### config.mk
export PLATFORM = sky130hd
export DESIGN_NAME = lotr_io_cond
export DESIGN_NICKNAME = d
export VERILOG_FILES = /design/src/rtl/lotr_pkg.sv /design/src/rtl/lotr_debounce_bit.sv /design/src/rtl/lotr_io_cond.sv
export SDC_FILE = /design/constraint.sdc
export NUM_CORES = 1
export LEC_CHECK = 0
export CAP_MARGIN = 10
export CORE_MARGIN = 2
export CORE_UTILIZATION = 59
export CTS_CLUSTER_SIZE = 16
export DETAILED_ROUTE_END_ITERATION = 16
export PLACE_DENSITY = 0.8
export SETUP_SLACK_MARGIN = 0.3
export SLEW_MARGIN = 30
export SYNTH_ARGS = -nofsm -noshare
export SYNTH_HDL_FRONTEND = slang
export SYNTH_SLANG_ARGS = --single-unit
### constraint.sdc
create_clock -name QClk -period 2.45 [get_ports QClk]
set_clock_uncertainty 0.2 [all_clocks]
set_input_delay 0.735 -clock QClk [delete_from_list [all_inputs] [get_ports QClk]]
set_output_delay 0.735 -clock QClk [all_outputs]
set_load 0.01 [all_outputs]
### src/rtl/lotr_pkg.sv
// Shared defaults and the raw input bundle type for the board I/O conditioner.
package lotr_pkg;

  localparam int unsigned LOTR_DEBOUNCE_CYCLES = 50000;
  localparam int unsigned LOTR_SYNC_STAGES     = 2;

  localparam int unsigned SW_W  = 10;
  localparam int unsigned ARD_W = 16;
  localparam int unsigned CNT_W = 16;

  typedef struct packed {
    logic             button_0;
    logic             button_1;
    logic [SW_W-1:0]  sw;
    logic [ARD_W-1:0] arduino;
  } t_io_cond_in;

endpackage

### src/rtl/lotr_debounce_bit.sv
// One debounced input bit: synchronizer chain, stability counter and debounced flop.
module lotr_debounce_bit
  import lotr_pkg::*;
#(
  parameter logic [15:0] DEBOUNCE_CYCLES = 16'(LOTR_DEBOUNCE_CYCLES),
  parameter int unsigned SYNC_STAGES     = LOTR_SYNC_STAGES,
  parameter logic        IDLE            = 1'b0,
  parameter logic        INVERT          = 1'b0
) (
  input  logic clk,
  input  logic rst_n,
  input  logic raw,
  output logic deb,
  output logic rise_c
);

  logic [SYNC_STAGES-1:0] sync;
  logic [15:0]            cnt;
  logic                   level;
  logic                   hit;

  // Synchronizer parks at the idle raw level while in reset
  always_ff @(posedge clk or negedge rst_n) begin
    if (!rst_n) sync <= {SYNC_STAGES{IDLE}};
    else        sync <= {sync[SYNC_STAGES-2:0], raw};
  end

  assign level  = sync[SYNC_STAGES-1] ^ INVERT;
  assign hit    = (cnt == DEBOUNCE_CYCLES - 16'd1);
  assign rise_c = hit && level && !deb;

  // Counter runs only while the synchronized level disagrees with the output
  always_ff @(posedge clk or negedge rst_n) begin
    if (!rst_n) begin
      cnt <= '0;
      deb <= 1'b0;
    end else if (level == deb) begin
      cnt <= '0;
    end else if (hit) begin
      deb <= level;
      cnt <= '0;
    end else begin
      cnt <= cnt + 16'd1;
    end
  end

endmodule

### src/rtl/lotr_io_cond.sv
// Board I/O conditioner: debounced buttons/switches, synchronized Arduino pins.
// Define LOTR_IO_PRESS_CNT_EN to build the saturating Button_1 press counter.
module lotr_io_cond
  import lotr_pkg::*;
#(
  parameter logic [15:0] DEBOUNCE_CYCLES = 16'(LOTR_DEBOUNCE_CYCLES),
  parameter int unsigned SYNC_STAGES     = LOTR_SYNC_STAGES
) (
  input  logic              QClk,
  input  logic              RstQnnnL,
  input  logic              Button_0_raw,
  input  logic              Button_1_raw,
  input  logic [SW_W-1:0]   Switch_raw,
  input  logic [ARD_W-1:0]  Arduino_raw,
  output logic              Button_0,
  output logic              Button_1,
  output logic              Button_1_Press,
  output logic [SW_W-1:0]   Switch,
  output logic [ARD_W-1:0]  Arduino_dg_io,
  output logic [CNT_W-1:0]  PressCount
);

  t_io_cond_in raw_in;
  logic                          rise_b0;
  logic                          rise_b1;
  logic [SW_W-1:0]               rise_sw;
  logic                          unused_rise;
  logic [SYNC_STAGES-1:0][ARD_W-1:0] ard_sync;

  assign raw_in.button_0 = Button_0_raw;
  assign raw_in.button_1 = Button_1_raw;
  assign raw_in.sw       = Switch_raw;
  assign raw_in.arduino  = Arduino_raw;

  // Buttons are active-low on the board; outputs are active-high
  lotr_debounce_bit #(
    .DEBOUNCE_CYCLES(DEBOUNCE_CYCLES), .SYNC_STAGES(SYNC_STAGES),
    .IDLE(1'b1), .INVERT(1'b1)
  ) u_btn0 (
    .clk(QClk), .rst_n(RstQnnnL), .raw(raw_in.button_0),
    .deb(Button_0), .rise_c(rise_b0)
  );

  lotr_debounce_bit #(
    .DEBOUNCE_CYCLES(DEBOUNCE_CYCLES), .SYNC_STAGES(SYNC_STAGES),
    .IDLE(1'b1), .INVERT(1'b1)
  ) u_btn1 (
    .clk(QClk), .rst_n(RstQnnnL), .raw(raw_in.button_1),
    .deb(Button_1), .rise_c(rise_b1)
  );

  for (genvar i = 0; i < SW_W; i++) begin : g_sw
    lotr_debounce_bit #(
      .DEBOUNCE_CYCLES(DEBOUNCE_CYCLES), .SYNC_STAGES(SYNC_STAGES),
      .IDLE(1'b0), .INVERT(1'b0)
    ) u_deb (
      .clk(QClk), .rst_n(RstQnnnL), .raw(raw_in.sw[i]),
      .deb(Switch[i]), .rise_c(rise_sw[i])
    );
  end

  assign unused_rise = ^{rise_b0, rise_sw};

  // Press pulse lands on the same edge Button_1 goes high
  always_ff @(posedge QClk or negedge RstQnnnL) begin
    if (!RstQnnnL) Button_1_Press <= 1'b0;
    else           Button_1_Press <= rise_b1;
  end

  // Arduino pins: synchronized only, idle-high pins read back as 0
  always_ff @(posedge QClk or negedge RstQnnnL) begin
    if (!RstQnnnL) ard_sync <= '1;
    else           ard_sync <= {ard_sync[SYNC_STAGES-2:0], raw_in.arduino};
  end

  assign Arduino_dg_io = ~ard_sync[SYNC_STAGES-1];

`ifdef LOTR_IO_PRESS_CNT_EN
  logic [CNT_W-1:0] press_count;

  always_ff @(posedge QClk or negedge RstQnnnL) begin
    if (!RstQnnnL)
      press_count <= '0;
    else if (Button_1_Press && (press_count != 16'hFFFF))
      press_count <= press_count + 16'd1;
  end

  assign PressCount = press_count;
`else
  assign PressCount = '0;
`endif

endmodule

==> metrics, run 1 <==
met3 Use GR 3.01%; post-synth cell types 47; H-tree depth 1; fmax 470 MHz; Clock transition at path regs 60 ps; Worst-Skew Late Latency 520 ps; Via Count 7878; grt met2 use 33.8%; Max FO, Critical Path 1; status finished clean; largest net degree at the start of global routing 52; vias in the first global route 7680; Buffers on Ports 58; post-synth top area cell dfrtp_1; Final Hold Fails 0; GR Layer Usage met1 28.4%; most common cell after layout, fill and taps aside dfrtp_1; die width 144 um; Design Power 8.79 mW; CP endpoint kind primary output; flop-to-flop setup slack 340 ps; startpoint types register; global-route total usage across every layer 20.4%; Setup TNS 0 ps; Synth area leaders dfrtp_1 49%, xnor2_1 10%, dfstp_2 8.2%; asr flop ratio synth 100%; Final Cell Area 0.0135 mm2; die area 0.0208 mm2; worst hold endpoint g_sw[7].u_deb.sync[1]; num rows 51; post-route antenna net violation count 0; most frequent cells in the layout 225 x dfrtp_1, 217 x nor2_1, 134 x xnor2_1; CTS Buf Count 27; DP HPWL 13500 um; Period minus WS final 2130 ps; gr busiest metal met2; Final Max Tran Viols 0; Non-Filler Instances 1469; WL final 20000 um; max cap viols 0; crit path kind reg2out; Post-synth EDFFs 0; placed cell areas 0.0125 mm2; Sink Count 261; global-route wire length before repair 35100 um; I/O pin count 75; CP max stage delay 520 ps; register area share after synthesis 56.7%; FF+latch count, synth 261; Worst VDD drop 0.000684 V; pwr dens 653 mW/mm2; vias per inst 5.36; Slowest cell on crit path dfstp_2; routed len/inst 13.6 um; Worst Path Arrival 1190 ps; # setup viols final 0; Nets 1226; starting density of the core 59.8%; final worst path period share 86.8%; Min Hold Slack 148 ps; Worst Hold Class reg2reg; Hold Path Stages 0; actual slew at the worst max-slew pin 531 ps; Synth Warn # 0; LEAKAGE 5.56 nW; initial antenna violation count 0; DP Cell Count 1412; gr ovfl total 0; Mean Syn Cell Area 10.6 um2; First-pass DRT Iterations 5; Slew headroom 64.5%; clock root buffer clkbuf_16; crit-path cells inv_1, clkbuf_2; Starting DRT DRC Count 388; GPL Wtd Cong 0.866; Syn Inst Count 1093; DRC viols 0; share of cells above drive strength 1 14.0%; synth-to-layout area growth 16.0%; total inserted antenna cells 0; clk buf depth 3; Data required, critical path 1510 ps; Die H 144 um; core area 0.0194 mm2; RSZ-0062 raised after global routing yes; CTS tree built; Top FF cell, synth dfrtp_1; Worst R2R End g_sw[9].u_deb.deb; Yosys top cell area share 48.5%; synthesized area 0.0116 mm2; r2r worst-path depth 3; beginning of the worst hold path g_sw[7].u_deb.sync[0]; FF-to-FF Start g_sw[9].u_deb.cnt[7]
==> state kept, by name, summed over array words and instances, names as in the netlist <==
signal,count
g_sw.u_deb.deb,10
u_btn0.sync,2
u_btn1.sync,2
u_btn0.cnt,16
g_sw.u_deb.cnt,160
u_btn0.deb,1
ard_sync,32
u_btn1.deb,1
Button_1_Press,1
u_btn1.cnt,16
g_sw.u_deb.sync,20
==> logic make-up (layout without fill, tap and decap cells) <==
family | Yosys count | after routing | share of synthesized area, %
flops | 261 | 261 | 56.7
other cells | 1 | 16 | 0.0323
mux | 11 | 11 | 1.09
simple gates | 520 | 520 | 22.2
xor+xnor | 173 | 173 | 13.1
compound gates | 22 | 22 | 1.66
fa+ha+maj | 12 | 12 | 1.29
buf+inv | 93 | 189 | 4.03
==> layer usage <==
layer | part of all wire [%] | vias up
li1 | - | 3861
met1 | 46 | 3830
met2 | 47 | 151
met3 | 4.0 | 36
met4 | 2.2 | 0
met5 | 0 | -
==> worst max-delay path, delay by kind of cell (launching register included) <==
family	cells	cell delay (ps)
flops	1	520
buf+inv	2	150
==> power breakdown <==
part | internal (mW) | switching, mW
Clock | 2.31 | 1.62
Sequential | 4.43 | 0.0683
Combinational | 0.151 | 0.208
==> metrics by stage <==
step	utilization (%)	setup WS, ps
3_5_place_dp	64.6	302
6_report	69.4	323
5_1_grt	69.4	289
3_3_place_gp	64.6	334
2_1_floorplan	-	355
4_1_cts	69.0	141
==> final cells by class <==
class                   count  area [um2]
flip-flops and latches    261        6580
inverters                  52         195
fillers                  1449        5930
repair buffers             88         856
clock buffers              38         777
multi-input cells         754        4640
clock inverters            11        85.1
well taps                 265         332
==> synthesized netlist by cell type, types with 2 or more instances <==
master,number
dfrtp_1,225
nor2_1,217
xnor2_1,134
nand3_1,62
inv_1,52
nand2_1,49
nand4_1,46
nor4_1,46
nor3_1,40
xor2_1,39
dfstp_2,36
buf_4,28
and3_1,13
ha_1,12
mux2_2,8
nor4b_1,8
nor4bb_1,8
a21oi_1,7
clkbuf_1,7
or4_1,7
buf_2,5
o31ai_1,5
o41ai_2,5
and4_1,4
or3_1,4
nand3b_1,3
a31o_2,2
nand4b_1,2
==> how the worst max path moves through the flow <==
stage / start / end / depth (start not counted)
2_1_floorplan: g_sw[9].u_deb.cnt[5] / g_sw[9].u_deb.deb / 3
3_3_place_gp: g_sw[9].u_deb.cnt[5] / g_sw[9].u_deb.deb / 3
3_5_place_dp: g_sw[9].u_deb.cnt[5] / g_sw[9].u_deb.deb / 3
4_1_cts: ard_sync[26] / Arduino_dg_io[10] / 2
5_1_grt: ard_sync[19] / Arduino_dg_io[3] / 2
6_report: ard_sync[26] / Arduino_dg_io[10] / 2
==> repair_timing <==
item | 4_1_cts | 5_1_grt
resized for setup | 91 | 26
hold buffers | 1 | 0
endpoints found under the hold margin | 40 | 0
setup buffers | 7 | 0
pin swaps | 0 | 0
setup endpoints to repair | 30 | 48
(Power assumes the default switching activity.)
==> run 2: changes to the inputs <==
--- a/config.mk
+++ b/config.mk
@@ -16,3 +16,4 @@
 export SYNTH_ARGS = -nofsm -noshare
 export SYNTH_HDL_FRONTEND = slang
 export SYNTH_SLANG_ARGS = --single-unit
+export TNS_END_PERCENT = 100
==> constraint.sdc (replaced) <==
create_clock -name QClk -period 2.45 [get_ports QClk]
set_clock_uncertainty 0.2 [all_clocks]
set_input_delay 0.49 -clock QClk [delete_from_list [all_inputs] [get_ports QClk]]
set_output_delay 0.49 -clock QClk [all_outputs]
set_load 0.01 [all_outputs]
==> run 2 against run 1 <==
Total power up 4.7%. Clock power up 11%. Via count down 0.91%. Hold slack worse by 1.4 ps. Global-route usage up 0.32 points. Combinational power down 4%. Critical path type is now reg2reg. Largest power group unchanged. Highest routed layer unchanged.
==> metrics, run 2 (same netlist as run 1, synthesis figures left out) <==
global-route wire length before repair 35500 um (+1.0%); share of cells above drive strength 1 11.3% (-2.7 points); DRC viols 0 (unchanged); startpoint types register; Final Max Tran Viols 0 (unchanged); Via Count 7806 (-0.91%); initial antenna violation count 0 (unchanged); Slew headroom 64.9% (+0.41 points); die area 0.0208 mm2 (unchanged); Gate power share 3.7% (-0.4 points); Buffers on Ports 58 (unchanged); FF-to-FF Start g_sw[9].u_deb.cnt[12]; die width 144 um (unchanged); DP HPWL 13300 um (-0.84%); synth-to-layout area growth 16.5%; # setup viols final 0 (unchanged); Period minus WS final 2130 ps (+0.981 ps); Multi-input gate area 0.00466 mm2 (+0.30%); register share of total power 48.9% (-2.3 points); largest registers g_sw.u_deb.cnt x160, ard_sync x32, g_sw.u_deb.sync x20; Die H 144 um (unchanged); core area 0.0194 mm2 (unchanged); Nets 1221 (-0.41%); Starting DRT DRC Count 542 (+40%); Filler cells 1426 (-1.6%); Final Cell Area 0.0135 mm2 (+0.43%); most frequent cells in the layout 223 x dfrtp_1, 217 x nor2_1, 134 x xnor2_1; Worst Hold Class reg2reg; Critical Path Start g_sw[9].u_deb.cnt[12]; GPL Wtd Cong 0.880 (+1.5%); placed cell areas 0.0125 mm2 (-0.18%); Clock transition at path regs 60 ps (about the same); Max FO, Critical Path 5 (+4); P_sw 1.90 mW (about the same); vias per inst 5.33 (-0.58%); max FFs per register 160 (unchanged); global-route total usage across every layer 20.7% (+0.32 points); num rows 51 (unchanged); RSZ-0062 raised after global routing no; Sequential Area 0.00658 mm2 (about the same); starting density of the core 59.8% (unchanged); max cap viols 0 (unchanged); beginning of the worst hold path g_sw[2].u_deb.sync[0]; clock power share 47.4% (+2.7 points); switching share of total power 20.6% (-1.0 points); most common cell after layout, fill and taps aside dfrtp_1; Setup TNS 0 ps (unchanged); CP endpoint kind register; Worst VDD drop 0.000516 V (-25%); LEAKAGE 5.63 nW (+1.3%); Reg with most FFs g_sw.u_deb.cnt; WL final 20400 um (+2.0%); Sink Count 261 (unchanged); Worst-Skew Late Latency 530 ps (about the same); internal power 7.31 mW (+6.1%); crit path kind reg2reg; fmax 470 MHz (about the same); routed len/inst 14.0 um (+2.4%); post-route antenna net violation count 0 (unchanged); vias in the first global route 7774 (+1.2%); gr ovfl total 0 (unchanged); clk buf depth 3 (unchanged); largest net degree at the start of global routing 53 (+1.9%); CTS Buf Count 26 (-3.7%); First-pass DRT Iterations 6 (+1); pwr dens 681 mW/mm2 (+4.3%); total inserted antenna cells 0 (unchanged); actual slew at the worst max-slew pin 519 ps (-12.1 ps); H-tree depth 1 (unchanged); Worst Path Arrival 2330 ps (+1140 ps); CTS tree built; final worst path period share 86.8% (about the same); I/O pin count 75 (unchanged); Final Hold Fails 0 (unchanged); status finished clean; Data required, critical path 2650 ps (+1140 ps); clock root buffer clkbuf_16
-- run 2: layout make-up --
cell class / count / share of cell area, %
Clock buffer: 35 / 5.44
Sequential cell: 261 / 48.6
Inverter: 52 / 1.44
Clock inverter: 13 / 1.64
Multi-Input combinational cell: 754 / 34.4
Timing Repair Buffer: 84 / 5.93
Tap cell: 265 / 2.45
-- run 2: what timing repair did --
action	4_1_cts	5_1_grt
resized for setup	28	8
endpoints found under the hold margin	93	0
setup endpoints to repair	29	21
pin swaps	0	2
buffers inserted	2	4
hold buffers	1	0
-- run 2: path summary, 6_finish.rpt --
path	cells past startpoint	slack, ps	to
max	3	320	g_sw[9].u_deb.deb
min	0	150	g_sw[2].u_deb.sync[1]
max reg2reg	3	320	g_sw[9].u_deb.deb
min reg2reg	0	150	g_sw[2].u_deb.sync[1]
max in group asynchronous	3	1090	u_btn0.sync[1]
min in group asynchronous	2	240	g_sw[9].u_deb.cnt[13]
-- run 2: power by group through the flow --
stage,Clock [mW],Combinational (mW),Sequential [mW]
4_1_cts,4.45,0.355,4.50
3_3_place_gp,0,0.352,4.57
3_5_place_dp,0,0.359,4.57
5_1_grt,4.65,0.401,4.51
2_1_floorplan,0,0.165,4.56
6_report,4.36,0.345,4.50
-- run 2: through the flow --
step	std cells	hold WS [ps]	util [%]	setup slack, ps	total power, mW
floorplan	1108	-5.59	-	355	4.72
global placement	1409	133	64.4	333	4.92
detailed placement	1409	135	64.4	266	4.93
CTS	1460	148	69.4	312	9.30
global route	1464	143	69.7	295	9.56
finish	1464	147	69.7	322	9.20
-- run 2: metal layers --
metal  global-route usage (%)  wire, um
met3                     3.41       965
met1                     28.7      9240
met5                        0         0
met4                     5.26       405
met2                     34.6      9830
-- run 2: worst max-delay path, stage by stage, from the launching register on --
cell	delay (ps)
dfrtp_2	430
or4b_4	510
or4_4	560
mux2_4	310
==> run 3: changes to the inputs <==
--- a/config.mk
+++ b/config.mk
@@ -11,6 +11,7 @@
 export CTS_CLUSTER_SIZE = 16
 export DETAILED_ROUTE_END_ITERATION = 16
 export PLACE_DENSITY = 0.8
+export REMOVE_ABC_BUFFERS = 1
 export SETUP_SLACK_MARGIN = 0.3
 export SLEW_MARGIN = 30
 export SYNTH_ARGS = -nofsm -noshare
==> run 3 against run 2 <==
Register-to-register slack worse by 40 ps. Worst setup slack got worse by 41 ps. Hold slack about the same. Cell area up 0.45%. Utilization grew 0.32 points.
==> metrics, run 3 (same netlist as run 1, synthesis figures left out) <==
initial antenna violation count 0 (unchanged); core area 0.0194 mm2 (unchanged); Worst-Skew Late Latency 530 ps (about the same); Final Hold Fails 0 (unchanged); synth-to-layout area growth 17.0%; pwr dens 704 mW/mm2 (+3.4%); Nets 1218 (-0.25%); WL final 20900 um (+2.4%); DRC viols 0 (unchanged); most common cell after layout, fill and taps aside dfrtp_1; fmax 461 MHz (-1.9%); die area 0.0208 mm2 (unchanged); Worst Path Arrival 2380 ps (+50 ps); Filler cells 1396 (-2.1%); LEAKAGE 5.63 nW (about the same); DP Cell Count 1409 (unchanged); switching share of total power 20.2% (-0.38 points); num rows 51 (unchanged); global-route total usage across every layer 20.6% (-0.12 points); Max FO, Critical Path 7 (+2); Reg with most FFs g_sw.u_deb.cnt; clock root buffer clkbuf_16; # setup viols final 0 (unchanged); largest registers g_sw.u_deb.cnt x160, ard_sync x32, g_sw.u_deb.sync x20; Starting DRT DRC Count 519 (-4.2%); final worst path period share 88.5% (+1.7 points); Worst Hold Class reg2reg; First-pass DRT Iterations 5 (-1); Setup TNS 0 ps (unchanged); die width 144 um (unchanged); P_sw 1.93 mW (+2.0%); H-tree depth 1 (unchanged); CTS Buf Count 27 (+3.8%); Worst VDD drop 0.000599 V (+16%); DP HPWL 13400 um (+0.51%); I/O pin count 75 (unchanged); share of cells above drive strength 1 11.3% (-0.055 points); CTS tree built; register share of total power 47.1% (-1.8 points); post-route antenna net violation count 0 (unchanged); largest net degree at the start of global routing 63 (+19%); clock power share 49.4% (+2.0 points); actual slew at the worst max-slew pin 543 ps (+24.0 ps); total inserted antenna cells 0 (unchanged); vias in the first global route 7746 (-0.36%); Sink Count 261 (unchanged); GPL Wtd Cong 0.844 (-4.1%); Non-Filler Instances 1461 (-0.20%); Buffers on Ports 58 (unchanged); routed len/inst 14.3 um (+2.6%); status finished clean; gr ovfl total 0 (unchanged); Data required, critical path 2660 ps (about the same); Via Count 7948 (+1.8%); max FFs per register 160 (unchanged); crit path kind reg2reg; Slew headroom 63.4% (-1.5 points); global-route wire length before repair 35500 um (about the same); Period minus WS final 2170 ps (+40.5 ps); internal power 7.63 mW (+4.4%); vias per inst 5.44 (+2.0%); CP endpoint kind register; startpoint types register; max cap viols 0 (unchanged); starting density of the core 59.8% (unchanged); clk buf depth 3 (unchanged); RSZ-0062 raised after global routing no; Die H 144 um (unchanged); most frequent cells in the layout 225 x dfrtp_1, 217 x nor2_1, 134 x xnor2_1; Final Max Tran Viols 0 (unchanged); Clock transition at path regs 60 ps (about the same); Gate power share 3.6% (about the same)
## run 3: final timing paths
check	cells past startpoint	endpoint	from	slack, ps
max reg2reg	4	g_sw[3].u_deb.deb	g_sw[3].u_deb.cnt[4]	280
max	4	g_sw[3].u_deb.deb	g_sw[3].u_deb.cnt[4]	280
min	0	g_sw[2].u_deb.sync[1]	g_sw[2].u_deb.sync[0]	150
min in group asynchronous	2	g_sw[1].u_deb.cnt[3]	RstQnnnL	300
max in group asynchronous	3	ard_sync[8]	RstQnnnL	1050
min reg2reg	0	g_sw[2].u_deb.sync[1]	g_sw[2].u_deb.sync[0]	150
## run 3: worst max-delay path, stage by stage, from the launching register on
cell     delay (ps)
dfrtp_1         480
nor4b_2         340
nand2_1         130
or4_1           570
mux2_1          330
## run 3: stage by stage
stage                     setup WS (ps)  util [%]  area, um2  hold WS [ps]  power, mW
after floorplan                     302         -      11400         -5.59       4.69
after global placement              334      64.4      12500           132       4.92
after detailed placement            308      64.4      12500           137       4.93
after CTS                           303      69.8      13500           145       9.68
after global routing                214      70.0      13600           149       9.91
final                               282      70.0      13600           147       9.56
## run 3: cell type report
cell class                 count  area, um2  share of cell area (%)
inverter                      52        195                    1.44
multi-input combinational    754       4660                    34.3
sequential                   261       6580                    48.4
clock buffer                  32        724                    5.33
clock inverter                17        327                    2.40
tap                          265        332                    2.44
timing repair buffer          80        768                    5.66
## run 3: power by group through the flow
stage | clock [mW] | combinational (mW) | sequential, mW
3_3_place_gp | 0 | 0.348 | 4.57
2_1_floorplan | 0 | 0.137 | 4.56
3_5_place_dp | 0 | 0.356 | 4.57
4_1_cts | 4.83 | 0.350 | 4.50
6_report | 4.72 | 0.341 | 4.50
5_1_grt | 5.00 | 0.395 | 4.51
## run 3: layer usage
| layer | share of wire (%) | vias to the layer above | track usage [%] |
|---|---|---|---|
| met4 | 2.3 | 0 | 5.98 |
| met1 | 44 | 3873 | 27.6 |
| met2 | 49 | 182 | 35.1 |
| met5 | 0 | - | 0 |
| li1 | - | 3848 | - |
| met3 | 4.0 | 45 | 3.34 |
## run 3: timing repair
item                                    CTS  global route
endpoints found under the hold margin    49             0
buffers inserted                          1             1
resized for setup                        29             6
pin swaps                                 0             2
hold buffers                              1             0
endpoints found under the setup margin   36            39
